--- config.mk ---
export PLATFORM = sky130hd
export DESIGN_NAME = lsu_mem_ctrl
export DESIGN_NICKNAME = d
export VERILOG_FILES = /design/src/rtl/lsu_mem_ctrl.sv
export SDC_FILE = /design/constraint.sdc
export NUM_CORES = 1
export LEC_CHECK = 0
export BUFFER_PORTS_ARGS = -buffer_cell sky130_fd_sc_hd__buf_2
export CAP_MARGIN = 10
export CORE_MARGIN = 2
export CORE_UTILIZATION = 48
export DETAILED_ROUTE_END_ITERATION = 6
export GPL_ROUTABILITY_DRIVEN = 0
export GPL_TIMING_DRIVEN = 0
export PLACE_DENSITY_LB_ADDON = 0.3
export SYNTH_ARGS = -nofsm -noshare
export SYNTH_HDL_FRONTEND = slang
export SYNTH_SLANG_ARGS = --single-unit
export TNS_END_PERCENT = 5
--- constraint.sdc ---
create_clock -name clk -period 3.1 [get_ports clk]
set_input_delay 0.31 -clock clk [delete_from_list [all_inputs] [get_ports clk]]
set_output_delay 0.31 -clock clk [all_outputs]
set_load 0.03 [all_outputs]
--- src/rtl/lsu_mem_ctrl.sv ---
// Load/store unit driving a word-organised data memory: one request per handshake,
// misaligned accesses split into two word accesses, load bytes merged and extended.
module lsu_mem_ctrl #(
  parameter int unsigned ADDR_BITS = 10
) (
  input  logic                 clk,
  input  logic                 rst,
  input  logic                 req_valid,
  output logic                 req_ready,
  input  logic                 req_we,
  input  logic [2:0]           req_funct3,
  input  logic [31:0]          req_addr,
  input  logic [31:0]          req_wdata,
  output logic                 resp_valid,
  input  logic                 resp_ready,
  output logic [31:0]          resp_rdata,
  output logic                 resp_err,
  output logic [ADDR_BITS-1:0] address_dm,
  output logic [31:0]          writedata_dm,
  output logic [3:0]           byte_en,
  output logic                 memread_dm,
  output logic                 memwrite_dm,
  input  logic [31:0]          mem_data
);

  typedef enum logic [1:0] {StIdle, StAcc0, StAcc1, StResp} state_e;

  state_e                state_q, state_d;
  logic                  we_q, err_q;
  logic [2:0]            f3_q;
  logic [ADDR_BITS+1:0]  addr_q;
  logic [31:0]           wdata_q, word0_q, word1_q;

  logic                  legal;
  logic [1:0]            off;
  logic [2:0]            nbytes, sh1;
  logic [3:0]            mask;
  logic                  split;
  logic [ADDR_BITS-1:0]  w0, w1;
  logic [31:0]           merged, ext;

  always_comb begin
    legal = 1'b0;
    if (req_we) legal = req_funct3 inside {3'b000, 3'b001, 3'b010};
    else        legal = req_funct3 inside {3'b000, 3'b001, 3'b010, 3'b100, 3'b101};
  end

  // Geometry of the captured request
  always_comb begin
    off = addr_q[1:0];
    w0  = addr_q[ADDR_BITS+1:2];
    w1  = w0 + {{(ADDR_BITS-1){1'b0}}, 1'b1};
    unique case (f3_q[1:0])
      2'b00:   begin nbytes = 3'd1; mask = 4'b0001; end
      2'b01:   begin nbytes = 3'd2; mask = 4'b0011; end
      default: begin nbytes = 3'd4; mask = 4'b1111; end
    endcase
    split  = ({1'b0, off} + nbytes) > 3'd4;
    sh1    = 3'd4 - {1'b0, off};
    merged = 32'({word1_q, word0_q} >> {off, 3'b000});
    unique case (f3_q)
      3'b000:  ext = {{24{merged[7]}}, merged[7:0]};
      3'b001:  ext = {{16{merged[15]}}, merged[15:0]};
      3'b100:  ext = {24'h0, merged[7:0]};
      3'b101:  ext = {16'h0, merged[15:0]};
      default: ext = merged;
    endcase
  end

  always_comb begin
    state_d      = state_q;
    req_ready    = 1'b0;
    resp_valid   = 1'b0;
    resp_err     = 1'b0;
    resp_rdata   = 32'h0;
    address_dm   = '0;
    writedata_dm = 32'h0;
    byte_en      = 4'b0000;
    memread_dm   = 1'b0;
    memwrite_dm  = 1'b0;
    unique case (state_q)
      StIdle: begin
        req_ready = 1'b1;
        if (req_valid) state_d = legal ? StAcc0 : StResp;
      end
      StAcc0: begin
        address_dm   = w0;
        writedata_dm = wdata_q << {off, 3'b000};
        byte_en      = we_q ? (mask << off) : 4'b0000;
        memread_dm   = !we_q;
        memwrite_dm  = we_q;
        state_d      = split ? StAcc1 : StResp;
      end
      StAcc1: begin
        address_dm   = w1;
        writedata_dm = wdata_q >> {sh1, 3'b000};
        byte_en      = we_q ? (mask >> sh1) : 4'b0000;
        memread_dm   = !we_q;
        memwrite_dm  = we_q;
        state_d      = StResp;
      end
      default: begin
        resp_valid = 1'b1;
        resp_err   = err_q;
        resp_rdata = (we_q || err_q) ? 32'h0 : ext;
        if (resp_ready) state_d = StIdle;
      end
    endcase
  end

  always_ff @(posedge clk or posedge rst) begin
    if (rst) begin
      state_q <= StIdle;
      we_q    <= 1'b0;
      err_q   <= 1'b0;
      f3_q    <= 3'b000;
      addr_q  <= '0;
      wdata_q <= 32'h0;
      word0_q <= 32'h0;
      word1_q <= 32'h0;
    end else begin
      state_q <= state_d;
      if (state_q == StIdle && req_valid) begin
        we_q    <= req_we;
        err_q   <= !legal;
        f3_q    <= req_funct3;
        addr_q  <= req_addr[ADDR_BITS+1:0];
        wdata_q <= req_wdata;
        word0_q <= 32'h0;
        word1_q <= 32'h0;
      end
      if (state_q == StAcc0 && !we_q) word0_q <= mem_data;
      if (state_q == StAcc1 && !we_q) word1_q <= mem_data;
    end
  end

endmodule
==> results by group <==
Setup path
  – Crit-path cells: buf_12 -> inv_2 -> ha_4 -> buf_6 -> or3b_1 -> buf_6 -> nor2_4 -> a22oi_1 -> nor2b_1 -> buf_4
  – Critical Path RT: 2.79 ns
  – Buffers and inverters on the worst path: 5
  – Max stage delay on crit path: 0.42 ns
  – Slowest cell on crit path: dfrtp_1
  – Top cell by count, worst path: buf_6
  – Crit Path Category: flip-flop to output pin
  – Critical Path AT: 2.75 ns
  – Top delay family on crit path: simple AND/OR/NAND/NOR gates
  – Endpoint type of the worst setup path: output pin
  – CP Launch Type: flip-flop
  – Peak fanout along the critical path: 14

Global route
  – Met3 Usage GRT: 6.68%
  – GR Util All Layers: 29.0%
  – GRT overflow: 0
  – First-pass GRT wire length: 33.4 mm
  – Met1 GRT Util: 42.9%
  – GR Layer Usage met2: 41.7%
  – Number of global-route vias before repair: 5976
  – Gr busiest metal: met1
  – Initial antenna violation count: 0
  – Largest net degree at the start of global routing: 40

Finish
  – Commonest non-fill, non-tap cell in the layout: buf_2
  – Diodes inserted: 0
  – Layout cell share with drive strength beyond 1: 35.7%
  – Fin nets: 974
  – Most frequent cells in the layout: 180 x buf_2, 107 x dfrtp_1, 74 x mux2_2
  – Final Cell Area: 0.00840 mm2
  – Layout area overhead: 21.8%

Synth
  – Yosys cell types: 55
  – Post-synth EDFFs: 0
  – Mapped cell area: 0.00689 mm2
  – Sequential area share after synthesis: 38.9%
  – Syn_nets: 793
  – Synthesized area per cell: 10.1 um2
  – Primary FF master, synth: dfrtp_1
  – FFs w/ async S/R, synth: 100%
  – Synth Instances: 680
  – YS warnings: 0
  – Yosys reg bits: 107

Clock tree
  – Clock sinks: 107
  – Clk root buf: clkbuf_16
  – Htree depth: 3
  – Max Buffers Root-to-Sink: 2
  – CTS tree: built
  – Clk_lat worst skew: 0.37 ns
  – Worst-path clk slew: 0.08 ns
  – CTS Buf Count: 9

STA
  – Final setup vio count: 0
  – Setup ws final: 0.0354 ns
  – Fin crit period: 3.06 ns
  – Worst slew pin tran: 0.840 ns
  – Slew HR: 43.9%
  – Clock Skew: 0.00621 ns
  – Crit share post-route: 98.9%
  – Hold_ws: 0.0985 ns
  – F_max: 326 MHz
  – Total negative slack: 0 ns
  – Pins Over Slew Limit: 0
  – Final hold vios: 0

Outcome
  – Outcome: completed

Die
  – Core Region: 0.0139 mm2
  – Initial core utilization: 49.5%
  – Row count: 43
  – Chip Height: 124 um
  – Die area: 0.0153 mm2
  – I/O pins: 187
  – Die X: 124 um

Power
  – VDD IR-drop max: 722 uV
  – PwrDens: 1240 mW/mm2
  – Pleak: 3.98 nW

Drt
  – Detailed-route wire length: 21.9 mm
  – Initial DRC count: 825
  – Drt first pass iters: 5
  – Via density: 6.14
  – ANT nets after route: 0
  – Via count: 6421
  – WL/cell: 20.9 um
  – DRC: 0

Place
  – Place WS: -0.244 ns
  – HPWL Detailed: 15.8 mm
  – PortBufs: 166
  – Post-DP Area: 0.00799 mm2

Run
  – Total of max-cap violations: 0

Min path
  – HP Class: primary input to asynchronous set/reset pin
-- what timing repair did --
item / 4_1_cts / 5_1_grt
buffers inserted: 3 / 1
gates resized for setup: 9 / 11
setup endpoints to repair: 36 / 26
gates cloned: 1 / 0
pin swaps: 2 / 1
hold buffers: 0 / 0
-- worst register-to-register path: stages, from the launching register on --
cell and delay [ns]:
dfrtp_1 0.36, buf_4 0.17, or2_0 0.21, buf_2 0.19
inv_1 0.10, ha_1 0.18, inv_1 0.06, fa_1 0.37
xor2_1 0.15, a21oi_1 0.11, o21ai_0 0.08, a22o_1 0.19
-- worst paths after layout --
path                               from          endpoint  slack [ns]  cells after the start
min in group clk           mem_data[27]       word0_q[27]        0.16                      2
max reg2reg                     f3_q[0]        state_q[0]        0.84                     11
max                           addr_q[1]  writedata_dm[27]        0.04                     10
max in group asynchronous           rst       wdata_q[12]        2.35                      3
min reg2reg                 word1_q[20]       word1_q[20]        0.50                      1
min                                 rst       word1_q[18]         0.1                      2
-- Yosys cell counts, drive strengths merged (2+ instances only) --
master   count  share of area [%]
a211oi      14                1.5
a21boi       5               0.60
a21oi       39                3.1
a22o        58                7.4
a22oi       30                3.3
a32oi        7               0.89
and2        20                1.8
and3         2               0.18
and4         2               0.25
buf         36                2.9
clkbuf      27                1.5
dfrtp      107                 39
ha           8                1.5
inv          9               0.49
mux2        75                 12
mux2i       43                6.2
mux4         3               0.98
nand2       33                1.8
nand2b       3               0.27
nand3       19                1.4
nand3b       3               0.33
nand4        2               0.18
nor2        34                2.0
nor2b       28                2.5
o2111ai      2               0.25
o21a         4               0.44
o21ai       23                2.0
o22ai        8               0.73
o2bb2ai     15                1.9
or2          3               0.27
or3          2               0.18
or3b         3               0.38
or4          2               0.22
xor2         3               0.38
-- layer usage --
metal	part of all wire, %	up-vias
met5	0	-
met4	2.7	0
met3	9.1	42
met2	45	335
met1	43	3147
li1	-	2897
-- registers in the layout, indices dropped and copies added (netlist names) --
name and count:
f3_q 3, wdata_q 32, word0_q 32, word1_q 24
state_q 2, addr_q 12, we_q 1, err_q 1
-- power by group --
group	total, mW	switching (mW)	internal (mW)
Clock	1.15	0.568	0.580
Combinational	6.51	3.81	2.70
Sequential	2.75	0.703	2.05
Total	10.4	5.08	5.33
-- area by class of cell --
type                    instances  area, um2
fillers                      1235       5540
repair buffers                173        953
clock buffers                  11        243
plain buffers                  60        308
multi-input cells             500       3890
clock inverters                 5       42.5
inverters                      10       53.8
well taps                     180        225
flip-flops and latches        107       2680
-- through the flow --
stage / util, % / cells / power, mW
floorplan: - / 680 / 7.21
global placement: 57.1 / 1026 / 8.84
detailed placement: 57.3 / 1028 / 8.94
CTS: 60.0 / 1045 / 10.2
global route: 60.3 / 1046 / 11.0
finish: 60.3 / 1046 / 10.4
-- cells by family (layout without fill, tap and decap cells) --
kind of cell	after synthesis	in the layout	synth area share [%]
simple gates	159	159	12.1
compound gates	208	208	22.4
xor+xnor	3	3	0.381
flops	107	107	38.9
mux	121	121	19.5
buf+inv	73	259	4.96
fa+ha+maj	9	9	1.74
Power figures use the tool's default switching activity.
